===== src/rtl/div_pkg.sv =====
// rtl/div_pkg.sv - shared state encoding and timing helper for the non-restoring divider
package div_pkg;

    typedef enum logic [2:0] {
        IDLE,
        LOAD_M,
        ITER,
        FIX,
        OUT_Q,
        OUT_R
    } div_state_e;

    // Cycles from the accepted enable to the cycle in which done is high.
    function automatic int div_latency(input int w);
        return w + 3;
    endfunction

endpackage


===== src/rtl/div_nr_step.sv =====
// rtl/div_nr_step.sv - one combinational non-restoring division step on {P,Q} with divisor M
module div_nr_step #(
    parameter int W = 8
) (
    input  logic [W:0]   p_i,
    input  logic [W-1:0] q_i,
    input  logic [W-1:0] m_i,
    output logic [W:0]   p_o,
    output logic [W-1:0] q_o
);

    logic [W:0] shifted;
    logic [W:0] m_ext;

    // P is kept in W+1 bits; the intermediate shift may wrap but the
    // post-add/subtract result always lies in [-M, M) and is exact.
    always_comb begin
        shifted = {p_i[W-1:0], q_i[W-1]};
        m_ext   = {1'b0, m_i};
        p_o     = p_i[W] ? (shifted + m_ext) : (shifted - m_ext);
        q_o     = {q_i[W-2:0], ~p_o[W]};
    end

endmodule


===== src/rtl/div_nonrestoring_param.sv =====
// rtl/div_nonrestoring_param.sv - serial-bus sequential W-bit divider, optional signed mode
module div_nonrestoring_param #(
    parameter int W      = 8,
    parameter int SIGNED = 0
) (
    input  logic         clk,
    input  logic         rst_n,
    input  logic         enable,
    input  logic [W-1:0] inbus,
    output logic [W-1:0] outbus,
    output logic         done,
    output logic         rem_valid,
    output logic         busy,
    output logic         dbz,
    output logic         ovf
);
    import div_pkg::*;

    localparam int         CW      = $clog2(W);
    localparam logic       SGN     = (SIGNED != 0);
    localparam logic [W-1:0] ALL_ONES = {W{1'b1}};
    localparam logic [W-1:0] MOST_NEG = {1'b1, {(W-1){1'b0}}};
    localparam logic [W-1:0] ONE      = {{(W-1){1'b0}}, 1'b1};

    div_state_e    state_q;
    logic [W-1:0]  a_q;
    logic [W-1:0]  m_q;
    logic [W:0]    p_q;
    logic [W-1:0]  qr_q;
    logic [CW-1:0] cnt_q;
    logic          sa_q;
    logic          sb_q;
    logic [W-1:0]  rem_q;
    logic [W-1:0]  outbus_q;
    logic          done_q;
    logic          rem_valid_q;
    logic          busy_q;
    logic          dbz_q;
    logic          ovf_q;

    logic [W:0]    p_d;
    logic [W-1:0]  q_d;

    logic          neg_a;
    logic          neg_b;
    logic [W-1:0]  a_mag;
    logic [W-1:0]  b_mag;
    logic [W-1:0]  rem_mag;
    logic [W-1:0]  quo_fix;
    logic [W-1:0]  rem_fix;
    logic          ovf_hit;

    div_nr_step #(.W(W)) u_step (
        .p_i (p_q),
        .q_i (qr_q),
        .m_i (m_q),
        .p_o (p_d),
        .q_o (q_d)
    );

    // Remainder correction is done modulo 2^W: the corrected value is in [0, M).
    always_comb begin
        neg_a   = SGN && a_q[W-1];
        neg_b   = SGN && inbus[W-1];
        a_mag   = neg_a ? -a_q : a_q;
        b_mag   = neg_b ? -inbus : inbus;
        rem_mag = p_q[W] ? (p_q[W-1:0] + m_q) : p_q[W-1:0];
        quo_fix = (sa_q ^ sb_q) ? -qr_q : qr_q;
        rem_fix = sa_q ? -rem_mag : rem_mag;
        ovf_hit = sa_q && sb_q && (a_q == MOST_NEG) && (m_q == ONE);
    end

    always_ff @(posedge clk or negedge rst_n) begin
        if (!rst_n) begin
            state_q     <= IDLE;
            a_q         <= '0;
            m_q         <= '0;
            p_q         <= '0;
            qr_q        <= '0;
            cnt_q       <= '0;
            sa_q        <= 1'b0;
            sb_q        <= 1'b0;
            rem_q       <= '0;
            outbus_q    <= '0;
            done_q      <= 1'b0;
            rem_valid_q <= 1'b0;
            busy_q      <= 1'b0;
            dbz_q       <= 1'b0;
            ovf_q       <= 1'b0;
        end else begin
            case (state_q)
                IDLE: begin
                    done_q      <= 1'b0;
                    rem_valid_q <= 1'b0;
                    busy_q      <= 1'b0;
                    if (enable) begin
                        a_q     <= inbus;
                        dbz_q   <= 1'b0;
                        ovf_q   <= 1'b0;
                        busy_q  <= 1'b1;
                        state_q <= LOAD_M;
                    end
                end
                LOAD_M: begin
                    m_q  <= b_mag;
                    sa_q <= neg_a;
                    sb_q <= neg_b;
                    p_q  <= '0;
                    qr_q <= a_mag;
                    if (inbus == '0) begin
                        outbus_q <= ALL_ONES;
                        rem_q    <= a_q;
                        dbz_q    <= 1'b1;
                        done_q   <= 1'b1;
                        state_q  <= OUT_Q;
                    end else begin
                        cnt_q   <= CW'(W - 1);
                        state_q <= ITER;
                    end
                end
                ITER: begin
                    p_q   <= p_d;
                    qr_q  <= q_d;
                    cnt_q <= cnt_q - 1'b1;
                    if (cnt_q == '0) begin
                        state_q <= FIX;
                    end
                end
                FIX: begin
                    outbus_q <= quo_fix;
                    rem_q    <= ovf_hit ? '0 : rem_fix;
                    ovf_q    <= ovf_hit;
                    done_q   <= 1'b1;
                    state_q  <= OUT_Q;
                end
                OUT_Q: begin
                    done_q      <= 1'b0;
                    rem_valid_q <= 1'b1;
                    outbus_q    <= rem_q;
                    state_q     <= OUT_R;
                end
                OUT_R: begin
                    rem_valid_q <= 1'b0;
                    busy_q      <= 1'b0;
                    state_q     <= IDLE;
                end
                default: begin
                    state_q <= IDLE;
                end
            endcase
        end
    end

    assign outbus    = outbus_q;
    assign done      = done_q;
    assign rem_valid = rem_valid_q;
    assign busy      = busy_q;
    assign dbz       = dbz_q;
    assign ovf       = ovf_q;

endmodule


===== config.mk =====
export PLATFORM = sky130hd
export DESIGN_NAME = div_nonrestoring_param
export DESIGN_NICKNAME = d
export VERILOG_FILES = /design/src/rtl/div_pkg.sv /design/src/rtl/div_nr_step.sv /design/src/rtl/div_nonrestoring_param.sv
export SDC_FILE = /design/constraint.sdc
export NUM_CORES = 1
export LEC_CHECK = 0
export ABC_CLOCK_PERIOD_IN_PS = 3400
export CAP_MARGIN = 10
export CORE_MARGIN = 5
export CORE_UTILIZATION = 40
export CTS_CLUSTER_DIAMETER = 40
export DETAILED_ROUTE_END_ITERATION = 6
export PLACE_DENSITY = 0.63
export SKIP_CTS_REPAIR_TIMING = 1
export SLEW_MARGIN = 40
export SYNTH_ARGS = -nofsm -noshare
export SYNTH_HDL_FRONTEND = slang
export SYNTH_SLANG_ARGS = --single-unit

===== constraint.sdc =====
create_clock -name clk -period 3.4 [get_ports clk]
set_input_delay 0.51 -clock clk [delete_from_list [all_inputs] [get_ports clk]]
set_output_delay 0.51 -clock clk [all_outputs]
set_load 0.02 [all_outputs]

==> results.md <==
Logic synthesis:
- The sequential share of the synthesized area is 43.3%.
- Yosys printed 0 warnings.
- The count of unique library cells instantiated by Yosys is 50.
- The average footprint of a synthesized cell is 10.2 µm².
- The async set or reset register ratio after synthesis is 100%.
- By area the synthesized netlist is led by sky130_fd_sc_hd__dfrtp_1 (43%), sky130_fd_sc_hd__ha_1 (6.6%), sky130_fd_sc_hd__mux2_2 (6.3%).
- The total standard cell area after synthesis is 3410 µm².
- Counting every net in the synthesized netlist gives 366.
- The post-synthesis register bit count is 59.
- Counting every instance in the synthesized netlist gives 335.
- The most used flip-flop cell after synthesis is sky130_fd_sc_hd__dfrtp_1.
- The count of flip-flops with a built-in enable after synthesis is 0.
- The cell type with the highest aggregate area in the netlist is sky130_fd_sc_hd__dfrtp_1.
- The synthesized design devotes to its leading area cell type 43.3% of total area.

Global routing:
- The maximum number of pins on one net before global-route repair is 32.
- The global-route wire length before repair is 13.9 mm.
- The number of global-route vias before repair is 2686.
- The number of antenna violations at the first check in global routing came to 0.
- The global route total overflow is 0.
- The total routing usage reported by global routing is 17.4%.

Timing:
- The final-report hold violation count is 0.
- The part of the cycle the worst path needs is 81.5%.
- The worst-case clock skew is 0.00845 ns.
- The maximum clock frequency is 0.361 GHz.
- The final setup violation count is 0.
- The worst path in the final design needs a cycle of 2.77 ns, including I/O delays and setup.
- The worst-margin pin slew is 0.841 ns.
- After layout, the worst setup slack is 0.629 ns.
- The number of slew-limit violations in the final report is 0.
- The headroom to the max-slew limit is 43.6%.
- Setup repair after global routing left no endpoint under its margin.
- In the final timing run, aggregate negative setup slack is 0 ns.

CTS:
- The clock root buffer master is sky130_fd_sc_hd__clkbuf_8.
- The count of clock tree sinks is 59.
- The number of buffers created by CTS is 9.
- The longest clock path from root to sink contains 2 buffers.
- The later pin in the worst-skew pair is clocked with a latency of 0.35 ns.
- TritonCTS built the clock tree.
- The clock-pin slew of the registers on the worst-case setup and hold paths is 0.08 ns.
- The number of levels in the clock H-tree is 3.

Detailed routing:
- The total number of vias is 2672.
- The first detailed-routing pass ran for 4 iterations.
- In the routed layout, each cell is associated on average with a via count of 5.73.
- In this run, the number of DRC markers left after iteration 0 of detailed routing was 129.
- The count of nets left with antenna violations after detail routing is 0.
- After detailed routing, the number of remaining DRC violations is 0.
- The average routed wire per standard cell is 18.0 µm.
- Summed over all layers, the routed wires come to 8.38 mm.

Power and ir drop:
- The combinational cell fraction of total power is 52.7%.
- For this design the ratio of total power to cell area is 1140 nW/µm².
- The proportion of power drawn by the clock network is 16.6%.
- Internal power comes to 0.00257 W.
- The leakage power total is 1.68 nW.
- Of the total power, the share spent switching nets is 43.0%.
- The sequential share of power is 30.7%.
- For this design the total switching power over the nets is 0.00194 W.
- The maximum ir drop on the vdd rail is 297 µV.

Place:
- Buffers placed on the I/O ports in this run total 22.
- The pre-CTS worst setup slack is 0.399 ns.
- Detailed placement ended at an HPWL of 5.92 mm.
- At the end of routability-driven placement, the weighted congestion stood at 0.855.

Layout:
- The number of antenna diodes in the final layout is 0.
- The fraction of layout instances using a drive strength above 1 is 12.7%.
- Leaving out fill and tap cells, the most frequent cell in the layout is sky130_fd_sc_hd__dfrtp_1.
- Compared with the post-synthesis result, the final layout area differs by 15.5%.
- The top cell types in the final layout, fill and taps aside, are sky130_fd_sc_hd__dfrtp_1 (59), sky130_fd_sc_hd__nand2_1 (28), sky130_fd_sc_hd__o21ai_0 (26).
- The final net count is 387.
- The number of filler cells placed in the layout is 788.

Run:
- The tool flagged a number of max-cap violations equal to 0.

Floorplanning:
- The area of the placeable core is 8260 µm².
- The die covers 10500 µm².
- The die height is 102 µm.
- The initial standard-cell utilization of the core is 41.3%.
- Row generation in the floorplan step produced 33 rows.
- The horizontal die dimension is 102 µm.
- During I/O placement, the number of pins put on the boundary was 24.

Setup path:
- STA puts the critical path data arrival time at 3.01 ns.
- The delay of the slowest cell on the worst path is 0.45 ns.
- The cell family contributing the most delay on the critical path is simple AND/OR/NAND/NOR gates.
- Of all nets on the critical path, the largest fanout is 7.
- The type of the setup path with the least slack is register to register.
- The startpoint type of the worst setup path is a register.
- The slowest stage of the critical path is the sky130_fd_sc_hd__or3_1 cell.
- The cell repeated most along the worst path is sky130_fd_sc_hd__xor2_1.
- Walking the worst path, the cells encountered are or3_1 > nor3_1 > nor2_1 > xor2_1 > ha_1 > o211ai_1 > o21ai_0 > o31ai_1 > xor2_1 > a22o_1.
- The critical path data required time is 3.64 ns.
- The critical path contains buffers and inverters numbering 0 combined.
- The kind of end point of the critical path is a register.

Status:
- The flow ran to the end, and the final reports show no timing, DRC or antenna violations.

Hold path:
- The worst hold path class is primary input to async pin.
==> worst reg2reg max path: stages (launching register included) <==
cell                       delay [ns]
sky130_fd_sc_hd__dfrtp_1         0.44
sky130_fd_sc_hd__or3_1           0.46
sky130_fd_sc_hd__nor3_1          0.24
sky130_fd_sc_hd__nor2_1          0.08
sky130_fd_sc_hd__xor2_1          0.15
sky130_fd_sc_hd__ha_1            0.40
sky130_fd_sc_hd__o211ai_1        0.11
sky130_fd_sc_hd__o21ai_0         0.30
sky130_fd_sc_hd__o31ai_1         0.12
sky130_fd_sc_hd__xor2_1          0.17
sky130_fd_sc_hd__a22o_1          0.20
==> worst paths after layout <==
kind	startpoint	endpoint	slack, ns	cells past startpoint
hold / removal	rst_n	qr_q[7]	0.19	1
max in group asynchronous	rst_n	p_q[8]	2.35	2
setup reg to reg	m_q[3]	p_q[8]	0.63	10
hold reg to reg	cnt_q[0]	cnt_q[0]	0.49	1
min in group clk	cnt_q[0]	cnt_q[0]	0.49	1
setup / recovery	m_q[3]	p_q[8]	0.63	10
==> routing by layer <==
layer / track usage (%) / wire length, µm / vias up
li1: - / - / 1265
met4: 5.45 / 133 / 0
met5: 0 / 0 / -
met3: 4.85 / 397 / 14
met1: 23.4 / 3940 / 1344
met2: 27.3 / 3900 / 49
==> cells by family after synthesis <==
group | Yosys count | synth area share [%]
AO/OA/AOI/OAI | 94 | 18.2
AND/OR/NAND/NOR | 90 | 14.1
flip-flops | 59 | 43.3
multiplexers | 30 | 9.51
buffers and inverters | 27 | 3.38
adder cells (fa/ha/maj) | 20 | 7.78
XOR/XNOR | 14 | 3.60
other | 1 | 0.110
==> power by group through the flow <==
stage | Clock, W | Combinational, W | Sequential [W]
6_report | 0.000746 | 0.00237 | 0.00138
3_5_place_dp | 0 | 0.00235 | 0.00139
2_1_floorplan | 0 | 0.00177 | 0.00134
3_3_place_gp | 0 | 0.00233 | 0.00138
5_1_grt | 0.000790 | 0.00266 | 0.00143
4_1_cts | 0.000757 | 0.00238 | 0.00138
==> area by class of cell <==
type | count | area (µm²) | share of cell area [%]
timing repair buffer | 26 | 245 | 6.23
clock inverter | 7 | 100 | 2.54
multi-input combinational | 249 | 1820 | 46.2
inverter | 11 | 41.3 | 1.05
sequential | 59 | 1480 | 37.5
tap | 105 | 131 | 3.34
clock buffer | 9 | 124 | 3.15
==> cell usage after synthesis (2+ instances only) <==
library cell,instances
sky130_fd_sc_hd__a21o_1,5
sky130_fd_sc_hd__o21a_1,3
sky130_fd_sc_hd__nor2_1,16
sky130_fd_sc_hd__nor2b_1,6
sky130_fd_sc_hd__nand3b_1,2
sky130_fd_sc_hd__nor3b_1,2
sky130_fd_sc_hd__buf_2,5
sky130_fd_sc_hd__a311oi_1,2
sky130_fd_sc_hd__nor4_1,2
sky130_fd_sc_hd__a21oi_1,18
sky130_fd_sc_hd__a31oi_1,3
sky130_fd_sc_hd__xor2_1,10
sky130_fd_sc_hd__ha_1,18
sky130_fd_sc_hd__mux2_2,19
sky130_fd_sc_hd__buf_4,2
sky130_fd_sc_hd__and2_1,2
sky130_fd_sc_hd__xnor2_1,4
sky130_fd_sc_hd__nand3_1,4
sky130_fd_sc_hd__nand2_1,28
sky130_fd_sc_hd__o21ai_0,26
sky130_fd_sc_hd__o211ai_1,2
sky130_fd_sc_hd__a22o_1,3
sky130_fd_sc_hd__fa_1,2
sky130_fd_sc_hd__nand2b_1,6
sky130_fd_sc_hd__dfrtp_1,59
sky130_fd_sc_hd__o31ai_1,4
sky130_fd_sc_hd__nor3b_2,2
sky130_fd_sc_hd__or3_1,4
sky130_fd_sc_hd__a2bb2oi_1,10
sky130_fd_sc_hd__or4b_1,2
sky130_fd_sc_hd__inv_1,11
sky130_fd_sc_hd__clkbuf_1,9
sky130_fd_sc_hd__mux2i_1,11
sky130_fd_sc_hd__a211oi_1,4
sky130_fd_sc_hd__nor3_1,7
sky130_fd_sc_hd__a22oi_1,8
==> through the flow <==
| stage | instance area [µm²] | cells | utilization (%) | total power, W | hold WS, ns |
|---|---|---|---|---|---|
| 2_1_floorplan | 3410 | 335 | - | 0.00311 | 0.214 |
| 3_3_place_gp | 3710 | 450 | 44.9 | 0.00371 | 0.477 |
| 3_5_place_dp | 3710 | 450 | 44.9 | 0.00374 | 0.481 |
| 4_1_cts | 3940 | 466 | 47.7 | 0.00452 | 0.215 |
| 5_1_grt | 3940 | 466 | 47.7 | 0.00488 | 0.239 |
| 6_report | 3940 | 466 | 47.7 | 0.00450 | 0.192 |
==> sequential cells by signal (all words and copies together), names as in the netlist, 3 cells and up <==
signal / cells
rem_q: 8
cnt_q: 3
qr_q: 8
m_q: 8
a_mag: 8
p_q: 9
outbus: 8
state_q: 3
(Power assumes the default switching activity.)
